### src/rtl/wb_block_copier_if.sv
// Wishbone classic master bundle driven by the block copier.
// Signal directions are named from the master's point of view.
interface wb_block_copier_if;
  logic        cyc;
  logic        stb;
  logic        we;
  logic [31:0] adr;
  logic [3:0]  sel;
  logic [31:0] dat_o;
  logic [31:0] dat_i;
  logic        ack;
  logic        err;
  logic        rty;

  modport master (
    output cyc, stb, we, adr, sel, dat_o,
    input  dat_i, ack, err, rty
  );

  modport slave (
    input  cyc, stb, we, adr, sel, dat_o,
    output dat_i, ack, err, rty
  );
endinterface

### src/rtl/wb_block_copier.sv
// Wishbone master that copies a block of 32-bit words from src to dst,
// one read/write pair per word, with retry, error and timeout handling.
module wb_block_copier #(
  parameter int unsigned TIMEOUT = 255,
  parameter int unsigned LEN_W   = 12
) (
  input  logic              clk,
  input  logic              rst,
  input  logic              start_i,
  input  logic [31:0]       src_adr_i,
  input  logic [31:0]       dst_adr_i,
  input  logic [LEN_W-1:0]  len_i,
  output logic              busy_o,
  output logic              done_o,
  output logic              error_o,
  wb_block_copier_if.master wbm
);

  localparam int unsigned TMO_W = (TIMEOUT < 1) ? 1 : $clog2(TIMEOUT + 1);
  localparam logic [TMO_W-1:0] TMO_MAX = TMO_W'(TIMEOUT);

  typedef enum logic [1:0] {
    IDLE  = 2'd0,
    READ  = 2'd1,
    WRITE = 2'd2,
    FIN   = 2'd3
  } state_e;

  state_e             state_q, state_d;
  logic               cyc_q,   cyc_d;
  logic               stb_q,   stb_d;
  logic               we_q,    we_d;
  logic [3:0]         sel_q,   sel_d;
  logic [31:0]        adr_q,   adr_d;
  logic [31:0]        dat_q,   dat_d;
  logic               busy_q,  busy_d;
  logic               done_q,  done_d;
  logic               error_q, error_d;
  logic [31:0]        src_q,   src_d;
  logic [31:0]        dst_q,   dst_d;
  logic [LEN_W-1:0]   len_q,   len_d;
  logic [LEN_W-1:0]   cnt_q,   cnt_d;
  logic [TMO_W-1:0]   tmo_q,   tmo_d;

  logic [31:0]        word_off_c;
  logic [TMO_W-1:0]   tmo_inc_c;
  logic               last_word_c;

  // Byte offset of the current word; address sums wrap modulo 2^32.
  assign word_off_c  = 32'({cnt_q, 2'b00});
  assign tmo_inc_c   = TMO_W'(tmo_q + TMO_W'(1));
  assign last_word_c = (LEN_W'(cnt_q + LEN_W'(1)) == len_q);

  // Next-state and registered-output logic; stb defaults low so every
  // termination is followed by a one-cycle strobe gap.
  always_comb begin
    state_d = state_q;
    cyc_d   = cyc_q;
    stb_d   = 1'b0;
    we_d    = 1'b0;
    adr_d   = adr_q;
    dat_d   = dat_q;
    busy_d  = busy_q;
    done_d  = 1'b0;
    error_d = error_q;
    src_d   = src_q;
    dst_d   = dst_q;
    len_d   = len_q;
    cnt_d   = cnt_q;
    tmo_d   = tmo_q;

    unique case (state_q)
      IDLE: begin
        if (start_i) begin
          src_d   = src_adr_i & ~32'h3;
          dst_d   = dst_adr_i & ~32'h3;
          len_d   = len_i;
          cnt_d   = '0;
          tmo_d   = '0;
          error_d = 1'b0;
          if (len_i != '0) begin
            state_d = READ;
            cyc_d   = 1'b1;
            stb_d   = 1'b1;
            busy_d  = 1'b1;
            adr_d   = src_adr_i & ~32'h3;
          end else begin
            state_d = FIN;
            done_d  = 1'b1;
          end
        end
      end

      READ, WRITE: begin
        if (!stb_q) begin
          // Gap cycle: (re)issue the access for the current word.
          stb_d = 1'b1;
          we_d  = (state_q == WRITE);
          adr_d = ((state_q == WRITE) ? dst_q : src_q) + word_off_c;
          tmo_d = '0;
        end else if (wbm.err) begin
          state_d = FIN;
          cyc_d   = 1'b0;
          busy_d  = 1'b0;
          done_d  = 1'b1;
          error_d = 1'b1;
        end else if (wbm.ack) begin
          if (state_q == READ) begin
            dat_d   = wbm.dat_i;
            state_d = WRITE;
          end else begin
            cnt_d = LEN_W'(cnt_q + LEN_W'(1));
            if (last_word_c) begin
              state_d = FIN;
              cyc_d   = 1'b0;
              busy_d  = 1'b0;
              done_d  = 1'b1;
            end else begin
              state_d = READ;
            end
          end
        end else if (!wbm.rty) begin
          if (tmo_inc_c == TMO_MAX) begin
            state_d = FIN;
            cyc_d   = 1'b0;
            busy_d  = 1'b0;
            done_d  = 1'b1;
            error_d = 1'b1;
          end else begin
            stb_d = 1'b1;
            we_d  = we_q;
            tmo_d = tmo_inc_c;
          end
        end
      end

      FIN: begin
        state_d = IDLE;
      end

      default: begin
        state_d = IDLE;
      end
    endcase
  end

  assign sel_d = stb_d ? 4'hF : 4'h0;

  // State and output registers.
  always_ff @(posedge clk or negedge rst) begin
    if (!rst) begin
      state_q <= IDLE;
      cyc_q   <= 1'b0;
      stb_q   <= 1'b0;
      we_q    <= 1'b0;
      sel_q   <= 4'h0;
      adr_q   <= '0;
      dat_q   <= '0;
      busy_q  <= 1'b0;
      done_q  <= 1'b0;
      error_q <= 1'b0;
      src_q   <= '0;
      dst_q   <= '0;
      len_q   <= '0;
      cnt_q   <= '0;
      tmo_q   <= '0;
    end else begin
      state_q <= state_d;
      cyc_q   <= cyc_d;
      stb_q   <= stb_d;
      we_q    <= we_d;
      sel_q   <= sel_d;
      adr_q   <= adr_d;
      dat_q   <= dat_d;
      busy_q  <= busy_d;
      done_q  <= done_d;
      error_q <= error_d;
      src_q   <= src_d;
      dst_q   <= dst_d;
      len_q   <= len_d;
      cnt_q   <= cnt_d;
      tmo_q   <= tmo_d;
    end
  end

  assign wbm.cyc   = cyc_q;
  assign wbm.stb   = stb_q;
  assign wbm.we    = we_q;
  assign wbm.sel   = sel_q;
  assign wbm.adr   = adr_q;
  assign wbm.dat_o = dat_q;
  assign busy_o    = busy_q;
  assign done_o    = done_q;
  assign error_o   = error_q;

endmodule

### src/flat_wrapper.sv
// flat-port wrapper written by rule: the top's interface ports become plain ports
module wb_block_copier_flat 
#(
  parameter int unsigned TIMEOUT = 255,
  parameter int unsigned LEN_W   = 12
)
  (clk, rst, start_i, src_adr_i, dst_adr_i, len_i, busy_o, done_o, error_o, wbm_cyc, wbm_stb, wbm_we, wbm_adr, wbm_sel, wbm_dat_o, wbm_dat_i, wbm_ack, wbm_err, wbm_rty);
  wb_block_copier_if wbm_i ();
  input  logic clk;
  input  logic rst;
  input  logic start_i;
  input  logic [31:0] src_adr_i;
  input  logic [31:0] dst_adr_i;
  input  logic [LEN_W-1:0] len_i;
  output logic busy_o;
  output logic done_o;
  output logic error_o;
  output wire logic [$bits(wbm_i.cyc)-1:0] wbm_cyc;
  output wire logic [$bits(wbm_i.stb)-1:0] wbm_stb;
  output wire logic [$bits(wbm_i.we)-1:0] wbm_we;
  output wire logic [$bits(wbm_i.adr)-1:0] wbm_adr;
  output wire logic [$bits(wbm_i.sel)-1:0] wbm_sel;
  output wire logic [$bits(wbm_i.dat_o)-1:0] wbm_dat_o;
  input wire logic [$bits(wbm_i.dat_i)-1:0] wbm_dat_i;
  input wire logic [$bits(wbm_i.ack)-1:0] wbm_ack;
  input wire logic [$bits(wbm_i.err)-1:0] wbm_err;
  input wire logic [$bits(wbm_i.rty)-1:0] wbm_rty;
  assign wbm_cyc = wbm_i.cyc;
  assign wbm_stb = wbm_i.stb;
  assign wbm_we = wbm_i.we;
  assign wbm_adr = wbm_i.adr;
  assign wbm_sel = wbm_i.sel;
  assign wbm_dat_o = wbm_i.dat_o;
  assign wbm_i.dat_i = wbm_dat_i;
  assign wbm_i.ack = wbm_ack;
  assign wbm_i.err = wbm_err;
  assign wbm_i.rty = wbm_rty;
  wb_block_copier #(.TIMEOUT(TIMEOUT), .LEN_W(LEN_W)) u_core (.clk(clk), .rst(rst), .start_i(start_i), .src_adr_i(src_adr_i), .dst_adr_i(dst_adr_i), .len_i(len_i), .busy_o(busy_o), .done_o(done_o), .error_o(error_o), .wbm(wbm_i));
endmodule
### config.mk
export PLATFORM = sky130hd
export DESIGN_NAME = wb_block_copier_flat
export DESIGN_NICKNAME = d
export VERILOG_FILES = /design/src/rtl/wb_block_copier_if.sv /design/src/rtl/wb_block_copier.sv /design/src/flat_wrapper.sv
export SDC_FILE = /design/constraint.sdc
export NUM_CORES = 1
export LEC_CHECK = 0
export CORE_MARGIN = 3
export CORE_UTILIZATION = 40
export DETAILED_ROUTE_END_ITERATION = 10
export PLACE_DENSITY = 0.63
export SLEW_MARGIN = 40
export SYNTH_ARGS = -nofsm -noshare
export SYNTH_HDL_FRONTEND = slang
export SYNTH_SLANG_ARGS = --single-unit
### constraint.sdc
create_clock -name clk -period 5.22 [get_ports clk]
set_clock_uncertainty 0.05 [all_clocks]
set_input_delay 0.783 -clock clk [delete_from_list [all_inputs] [get_ports clk]]
set_output_delay 0.783 -clock clk [all_outputs]
set_load 0.01 [all_outputs]
## Word level (Yosys, flattened, before mapping)

Index checks and enable logic that the tools add are counted.

- Bits in registers: 167
- Bits in latches: 0
- RAM bits: 0
- ROM bits: 0
- Bits of input ports: 114
- Output and inout bits: 74
- Memories kept: 0

- Add/subtract/negate cells: 3
- $mul: 0
- Divide/modulo/power cells: 0
- Magnitude comparators: 0
- Equal/unequal tests: 24
- Shifts and indexed selects: 0
- Multiplexer cells: 69
- Bitwise logic cells: 1
- Reductions and logical operators: 12

Operators with widths:

| kind | number |
|---|---|
| $mux W32 | 4 |
| $pmux W32 S2 | 1 |
| $mux W12 | 5 |
| $mux W8 | 6 |
| $mux W1 | 36 |
| $add A32 B14 Y32 | 1 |
| $pmux W12 S2 | 1 |
| $mux W2 | 9 |
| $ne A3 B3 Y1 const B | 6 |
| $reduce_and A6 Y1 | 3 |
| $pmux W8 S2 | 1 |
| $add A12 B1 Y12 const B | 1 |
| $eq A12 B12 Y1 | 1 |
| $reduce_bool A12 Y1 | 1 |
| $ne A2 B2 Y1 const B | 5 |
| $add A8 B1 Y8 const B | 1 |
| $eq A8 B8 Y1 const B | 1 |
| $ne A4 B3 Y1 const B | 2 |
| $ne A4 B4 Y1 const B | 2 |
| $pmux W1 S2 | 4 |
| $reduce_and A4 Y1 | 2 |
| $reduce_and A8 Y1 | 1 |
| $ne A6 B6 Y1 const B | 1 |
| $pmux W2 S3 | 1 |
| other kinds (11) | 13 |

## Logic depth before layout (Yosys ltp)

Gate-level depths: netlist of run 1.

- Depth in word-level cells: 9
- Depth in mapped cells: 18

## Worst setup path before layout of run 1

Ideal clock, no wire load.

- Kind: register to register
- Start point: register u_core.state_q[0]
- End point: register u_core.adr_q[28], in the netlist u_core.wbm.adr[28]
- Arrival time: 4059 ps
- Setup slack: 1028 ps
- Stages on the path, launching flop included: 19
- Period minus slack after synthesis: 4192 ps
- Path through: dfrtp_1 > inv_1 > ha_1 > buf_2 > buf_2 > buf_1 > buf_2 > buf_2 > mux2_2 > ha_1 > inv_1 > fa_1 > nor2b_1 > o31a_1 > o41a_1 > a21oi_1 > nor4_1 > xor2_1 > o22ai_1

- Longest elaborated chain between the ends: 5
- Elaborated cells between the ends (all ways): 13

Ends and longest elaborated chain:

| what | line | source |
|---|---|---|
| start, declared | wb_block_copier.sv:29 | `state_e state_q, state_d;` |
| start signal, assigned | wb_block_copier.sv:168 | `state_q <= state_d;` |
| $eq A2 B2 Y1 | wb_block_copier.sv:72, wb_block_copier.sv:99 |  |
| $mux W32 | wb_block_copier.sv:99 | `adr_d = ((state_q == WRITE) ? dst_q : src_q) + word_off_c;` |
| $add A32 B14 Y32 | wb_block_copier.sv:99 |  |
| $mux W32 | wb_block_copier.sv:95 | `if (!stb_q) begin` |
| $pmux W32 S2 | wb_block_copier.sv:72 | `unique case (state_q)` |
| end signal, assigned | wb_block_copier.sv:173 | `adr_q <= adr_d;` |
| end, declared | wb_block_copier.sv:34 | `logic [31:0] adr_q, adr_d;` |

Parallel ways exist; a longest one is shown, timed or not. The select of a mux whose other input is x is not followed.
A chain may end at the register's enable or synchronous reset.

## Worst setup path in the final report of run 1

Same ends and word-level chain as after synthesis.

==> results of run 1 <==
-- worst max-delay path, delay by kind of cell, from the launching register on --
kind	cells	cell delay [ps]
XOR/XNOR	1	180
AO/OA/AOI/OAI	4	620
adder cells (fa/ha/maj)	3	1050
flip-flops	1	400
buffers and inverters	3	390
multiplexers	1	250
AND/OR/NAND/NOR	2	610
-- metrics by stage --
stage	worst slack, ps	hold slack [ps]	instance area (sq um)
after global placement	1280	417	10600
after floorplan	1030	398	8550
after CTS	1200	331	11200
after global routing	1210	341	11200
after detailed placement	1210	420	10600
final	1510	278	11200
-- power groups by stage --
stage	combinational [uW]	clock [uW]	sequential, uW
2_1_floorplan	2280	0	2230
3_3_place_gp	3540	0	2240
3_5_place_dp	3590	0	2260
4_1_cts	3610	1290	2240
5_1_grt	4000	1340	2310
6_report	3590	1250	2230
-- placed cells by master (no fill, tap or decap), types with 3 or more instances in the layout --
| cell | n |
|---|---|
| o21ai_1 | 7 |
| a211oi_1 | 4 |
| xnor2_1 | 19 |
| xor2_1 | 19 |
| nand3_1 | 16 |
| and3_1 | 21 |
| inv_8 | 4 |
| o31ai_1 | 6 |
| buf_4 | 11 |
| a31oi_1 | 9 |
| nand3b_1 | 3 |
| o21bai_1 | 3 |
| nor2_1 | 33 |
| a32oi_1 | 5 |
| a21o_1 | 6 |
| clkdlybuf4s50_1 | 180 |
| mux2_2 | 121 |
| dfrtp_1 | 161 |
| mux2i_1 | 16 |
| nor2b_1 | 10 |
| o21ai_0 | 45 |
| o22ai_1 | 6 |
| clkbuf_16 | 17 |
| inv_6 | 5 |
| nand2_1 | 52 |
| nor4_1 | 6 |
| ha_1 | 18 |
| nand2b_1 | 9 |
| o21a_1 | 4 |
| nor3_1 | 26 |
| and2_1 | 4 |
| a21oi_1 | 63 |
| inv_1 | 12 |
| nand4_1 | 8 |
-- cells by family (layout without fill, tap and decap cells) --
| group | after synthesis | in the layout |
|---|---|---|
| AOI/OAI and AO/OA | 175 | 175 |
| xor gates and xnor gates | 38 | 38 |
| adders and majority gates | 20 | 20 |
| buffers and inverters | 62 | 238 |
| DFF | 161 | 161 |
| muxes | 137 | 137 |
| other | 1 | 2 |
| and+or+nand+nor | 203 | 203 |
-- worst max-delay path by stage --
stage / startpoint / endpoint / slack, ps
after global placement: u_core.state_q[0]$_DFFE_PN0P_ / u_core.wbm.adr[28]$_DFFE_PN0P_ / 1280
after detailed placement: u_core.state_q[0]$_DFFE_PN0P_ / u_core.wbm.adr[28]$_DFFE_PN0P_ / 1210
after floorplan: u_core.state_q[0]$_DFFE_PN0P_ / u_core.wbm.adr[28]$_DFFE_PN0P_ / 1030
after CTS: u_core.state_q[0]$_DFFE_PN0P_ / u_core.wbm.adr[28]$_DFFE_PN0P_ / 1200
final: u_core.state_q[0]$_DFFE_PN0P_ / u_core.wbm.adr[28]$_DFFE_PN0P_ / 1510
after global routing: u_core.state_q[0]$_DFFE_PN0P_ / u_core.wbm.adr[28]$_DFFE_PN0P_ / 1210
-- flip-flops by register name, summed over array words and instances (netlist names) --
signal	count
u_core.busy_o	1
u_core.dst_q	30
u_core.src_q	30
u_core.wbm.we	1
u_core.len_q	12
u_core.cnt_q	12
u_core.wbm.adr	30
u_core.error_o	1
u_core.tmo_q	8
u_core.state_q	2
u_core.done_o	1
u_core.wbm.sel	1
u_core.wbm.dat_o	32
-- final cells by class --
cell class              instances  area, sq um  area share, %
repair buffers                192         1900           17.0
multi-input cells             575         4260           38.2
clock inverters                15          164           1.47
flip-flops and latches        161         4030           36.1
clock buffers                  17          425           3.81
well taps                     270          338           3.02
inverters                      14         52.6          0.470
-- metal layers --
metal	vias up	global-route usage (%)	share of wire [%]
met5	-	0	0
met4	0	4.41	1.2
met3	15	7.36	8.2
met2	200	30.5	46
met1	3188	25.1	45
li1	3215	-	-
==> impl_metrics.py, run 1 <==
metrics = {
    "placed_design": {
        "portBuffers": 181,
        "place_congestion": 0.821,
        "dp_cells": 1212,
        "hpwl_mm": 15.4,
    },
    "clock_network": {
        "cts_tree": "yes",
        "insertion_delay_ps": 430,
        "clk_transition_reported_paths_ps": 70,
        "cts_made_buffers": 17,
        "cts_num_sinks": 161,
        "cts_resized": 0,
        "clockBufferDepth": 2,
        "cts_setup_buffers": 0,
        "root_buffer": "clkbuf_16",
        "postCtsHoldBufs": 0,
        "cts_max_level": 4,
    },
    "critical_path": {
        "r2r_slack_ps": 1510,
        "path_max_fanout": 33,
        "crit_arrival_ps": 3940,
        "worstSetupStartpointType": "flop",
        "critPathRequiredTime_ps": 5460,
        "rr_worst_depth": 14,
        "cp_common_cell": "inv_1",
        "crit_chain": "inv_1 > ha_4 > mux2_2 > ha_1 > inv_1 > fa_1 > nor2b_1 > o31a_1 > o41a_1 > a21oi_1 > buf_4 > nor4_1 > xor2_1 > o22ai_1",
        "crit_slowest_cell": "ha_4",
        "r2r-start": "u_core.state_q[0]$_DFFE_PN0P_",
        "r2r-end": "u_core.wbm.adr[28]$_DFFE_PN0P_",
        "slowest_delay_ps": 470,
        "crit_type": "reg2reg",
        "endpoint_kind": "flop",
    },
    "detailed_routing": {
        "drtPass1Iterations": 5,
        "vias": 6618,
        "drc_errors": 0,
        "routed_wl_mm": 22.0,
        "first_iter_violations": 267,
        "ant_nets": 0,
        "via_per_inst": 5.32,
        "routedWlPerCell_um": 17.7,
    },
    "synthesis": {
        "synth_top_family_by_area": "multiplexers",
        "synth_edf_count": 0,
        "ys_types": 62,
        "synth-seq-area-share_pct": 47.2,
        "syn_inst": 797,
        "synth-compound-area-share_pct": 12.3,
        "synth.area.top_cells": "dfrtp_1, mux2_2, a21oi_1",
        "synthXorXnorAreaFrac_pct": 3.90,
        "synthMuxAreaShare_pct": 17.8,
        "ys_ff_latch": 161,
        "syn_area_sq_um": 8540,
        "yosys_warnings": 0,
        "synth.top_cell.area_share_pct": 47.2,
        "async_flop_share_pct": 100,
        "synth_top_flop_cell": "dfrtp_1",
        "yosys.area_share.adder_pct": 3.02,
        "avgSynthCellArea_sq_um": 10.7,
        "ys_top_cells_by_count": "dfrtp_1, mux2_2, a21oi_1",
        "synth-simple-area-share_pct": 12.3,
        "yosysMostFrequentCell": "dfrtp_1",
        "yosys.area.top_type": "dfrtp_1",
    },
    "sta": {
        "fmax_mhz": 270,
        "finalSetupTns_ps": 0,
        "relSlewSlack_pct": 52.1,
        "fin_crit_ps": 3710,
        "rsz0062_at_grt": "false",
        "worst_pin_slew_ps": 719,
        "setup_viol": 0,
        "period_share_pct": 71.0,
        "hold_viol": 0,
        "slew_viol_final": 0,
    },
    "power": {
        "p_int_uw": 4260,
        "leakage_uw": 0.00470,
        "switching_share_pct": 39.7,
        "total_power_uw": 7070,
        "pwr_density_cell_nw_per_um2": 633,
        "switchingPower_uw": 2810,
        "clockPowerShare_pct": 17.7,
        "vdd_drop_max_mv": 0.311,
        "seqPwrFrac_pct": 31.6,
        "power_frac_comb_pct": 50.8,
    },
    "global_route": {
        "grt_first_pass_wirelength_mm": 36.4,
        "antenna_found_initial": 0,
        "grt_max_degree": 91,
        "grt_pass1_vias": 6891,
        "gr-total-overflow": 0,
        "grt_usage_pct": 19.2,
    },
    "layout": {
        "area_growth_pct": 30.8,
        "nets": 1095,
        "fillerInstances": 1879,
        "diodes": 0,
        "drive_gt1_share_pct": 18.2,
        "instances_no_fill": 1244,
        "utilization_pct": 54.2,
    },
    "floorplanning": {
        "core_area_sq_um": 20600,
        "start_util_pct": 41.4,
        "die_area_sq_um": 23100,
        "die_h_um": 152,
        "rows": 52,
        "ios": 188,
        "die_w_um": 152,
    },
    "outcome": {
        "outcome": "complete, no violations",
    },
    "job": {
        "drv_cap": 0,
    },
    "worst_hold_path": {
        "min_path_type": "in2async",
    },
}
(Power assumes the default switching activity.)
==> run 2: changes to the inputs <==
Clock period 5.22 ns to 3.85 ns, I/O delays scaled along.
==> run 2 against run 1 <==
- global-route usage shrank 0.24 points
- critical endpoint unchanged
- routed wire length increased by 0.30%
- count of clock-buffer cells in the layout stayed put
- die area unchanged
- core utilization increased by 0.64 points
- maximum frequency grew 5.5%
==> impl_metrics.py, run 2 (synthesis results as in run 1) <==
metrics = {
    "outcome": {
        "outcome": "complete, no violations",
    },
    "critical_path": {
        "endpoint_kind": "flop",
        "rr_worst_depth": 11,
        "crit_type": "reg2reg",
        "worstSetupStartpointType": "flop",
        "crit_arrival_ps": 3770,
        "critPathRequiredTime_ps": 4110,
        "path_max_fanout": 20,
    },
    "detailed_routing": {
        "ant_nets": 0,
        "via_per_inst": 5.33,
        "drtPass1Iterations": 5,
        "routedWlPerCell_um": 17.6,
        "drc_errors": 0,
        "routed_wl_mm": 22.0,
        "first_iter_violations": 316,
        "vias": 6663,
    },
    "sta": {
        "slew_viol_final": 0,
        "fin_crit_ps": 3510,
        "worst_pin_slew_ps": 764,
        "hold_viol": 0,
        "setup_viol": 0,
        "finalSetupTns_ps": 0,
        "relSlewSlack_pct": 49.1,
        "fmax_mhz": 284,
        "period_share_pct": 91.3,
        "rsz0062_at_grt": "false",
    },
    "clock_network": {
        "cts_num_sinks": 161,
        "cts_max_level": 4,
        "clk_transition_reported_paths_ps": 70,
        "cts_setup_buffers": 0,
        "clockBufferDepth": 2,
        "cts_resized": 0,
        "insertion_delay_ps": 420,
        "cts_made_buffers": 17,
        "root_buffer": "clkbuf_16",
        "postCtsHoldBufs": 0,
        "cts_tree": "yes",
    },
    "power": {
        "total_power_uw": 9810,
        "pwr_density_cell_nw_per_um2": 868,
        "vdd_drop_max_mv": 0.463,
        "leakage_uw": 0.00477,
    },
    "layout": {
        "finish.instance_area_sq_um": 11300,
        "final_cell_mix": "clkdlybuf4s50_1, dfrtp_1, mux2_2",
        "largest_reg_flops": 32,
        "drive_gt1_share_pct": 18.6,
        "utilization_pct": 54.8,
        "area_growth_pct": 32.3,
        "final_common_cell": "clkdlybuf4s50_1",
        "diodes": 0,
        "nets": 1101,
    },
    "floorplanning": {
        "die_w_um": 152,
        "die_area_sq_um": 23100,
        "core_area_sq_um": 20600,
        "start_util_pct": 41.4,
        "rows": 52,
        "die_h_um": 152,
        "ios": 188,
    },
    "global_route": {
        "gr-total-overflow": 0,
        "grt_usage_pct": 19.0,
        "grt_max_degree": 103,
        "antenna_found_initial": 0,
        "grt_first_pass_wirelength_mm": 36.1,
        "grt_pass1_vias": 6915,
    },
    "placed_design": {
        "hpwl_mm": 15.4,
        "place_congestion": 0.853,
        "placed_area_sq_um": 10600,
        "portBuffers": 181,
    },
    "worst_hold_path": {
        "min_path_type": "reg2reg",
        "holdPathStages": 1,
    },
    "job": {
        "drv_cap": 0,
    },
}
[run 2: final timing paths]
kind	from	endpoint	slack, ps
max	u_core.state_q[0]$_DFFE_PN0P_	u_core.wbm.adr[28]$_DFFE_PN0P_	340
min	u_core.tmo_q[7]$_DFFE_PN0P_	u_core.tmo_q[7]$_DFFE_PN0P_	430
max reg2reg	u_core.state_q[0]$_DFFE_PN0P_	u_core.wbm.adr[28]$_DFFE_PN0P_	340
min reg2reg	u_core.tmo_q[7]$_DFFE_PN0P_	u_core.tmo_q[7]$_DFFE_PN0P_	430
max in group asynchronous	rst	u_core.wbm.adr[2]$_DFFE_PN0P_	2260
min in group asynchronous	rst	u_core.dst_q[19]$_DFFE_PN0P_	540
[run 2: layout make-up]
class / count / area, sq um
clock buffers: 17 / 425
clock inverters: 15 / 219
repair buffers: 198 / 1980
well taps: 270 / 338
fillers: 1793 / 9320
multi-input cells: 575 / 4260
flip-flops and latches: 161 / 4030
inverters: 14 / 52.6
[run 2: routing by layer]
metal	global-route usage (%)	vias up	share of wire (%)
met3	6.22	22	7.6
li1	-	3216	-
met5	0	-	0
met4	5.01	0	1.6
met1	25.0	3208	45
met2	30.3	217	46
[run 2: report_power, final]
group / switching (uW) / internal (uW)
Sequential: 536 / 2490
Clock: 757 / 1110
Combinational: 2520 / 2410
[run 2: stage by stage]
step	setup WS, ps	hold slack (ps)	instances
floorplan	-3.29	232	798
global placement	417	416	1216
detailed placement	340	422	1216
CTS	318	179	1248
global route	23.7	456	1250
finish	335	435	1250
[run 2: critical path: stages, from the launching register on]
cell and delay (ps):
dfrtp_1 400, inv_1 110, ha_2 410, buf_4 320, mux2_2 370, ha_1 390, o21ai_0 160, nor3_1 340
a21oi_4 160, nor4_1 410, xor2_1 180, o22ai_1 90
==> run 3: changes to the inputs <==
Settings changed: HOLD_SLACK_MARGIN set to 0.08.
==> results of run 3 <==
No change in the layout: final DEF, timing and power equal those of run 2.
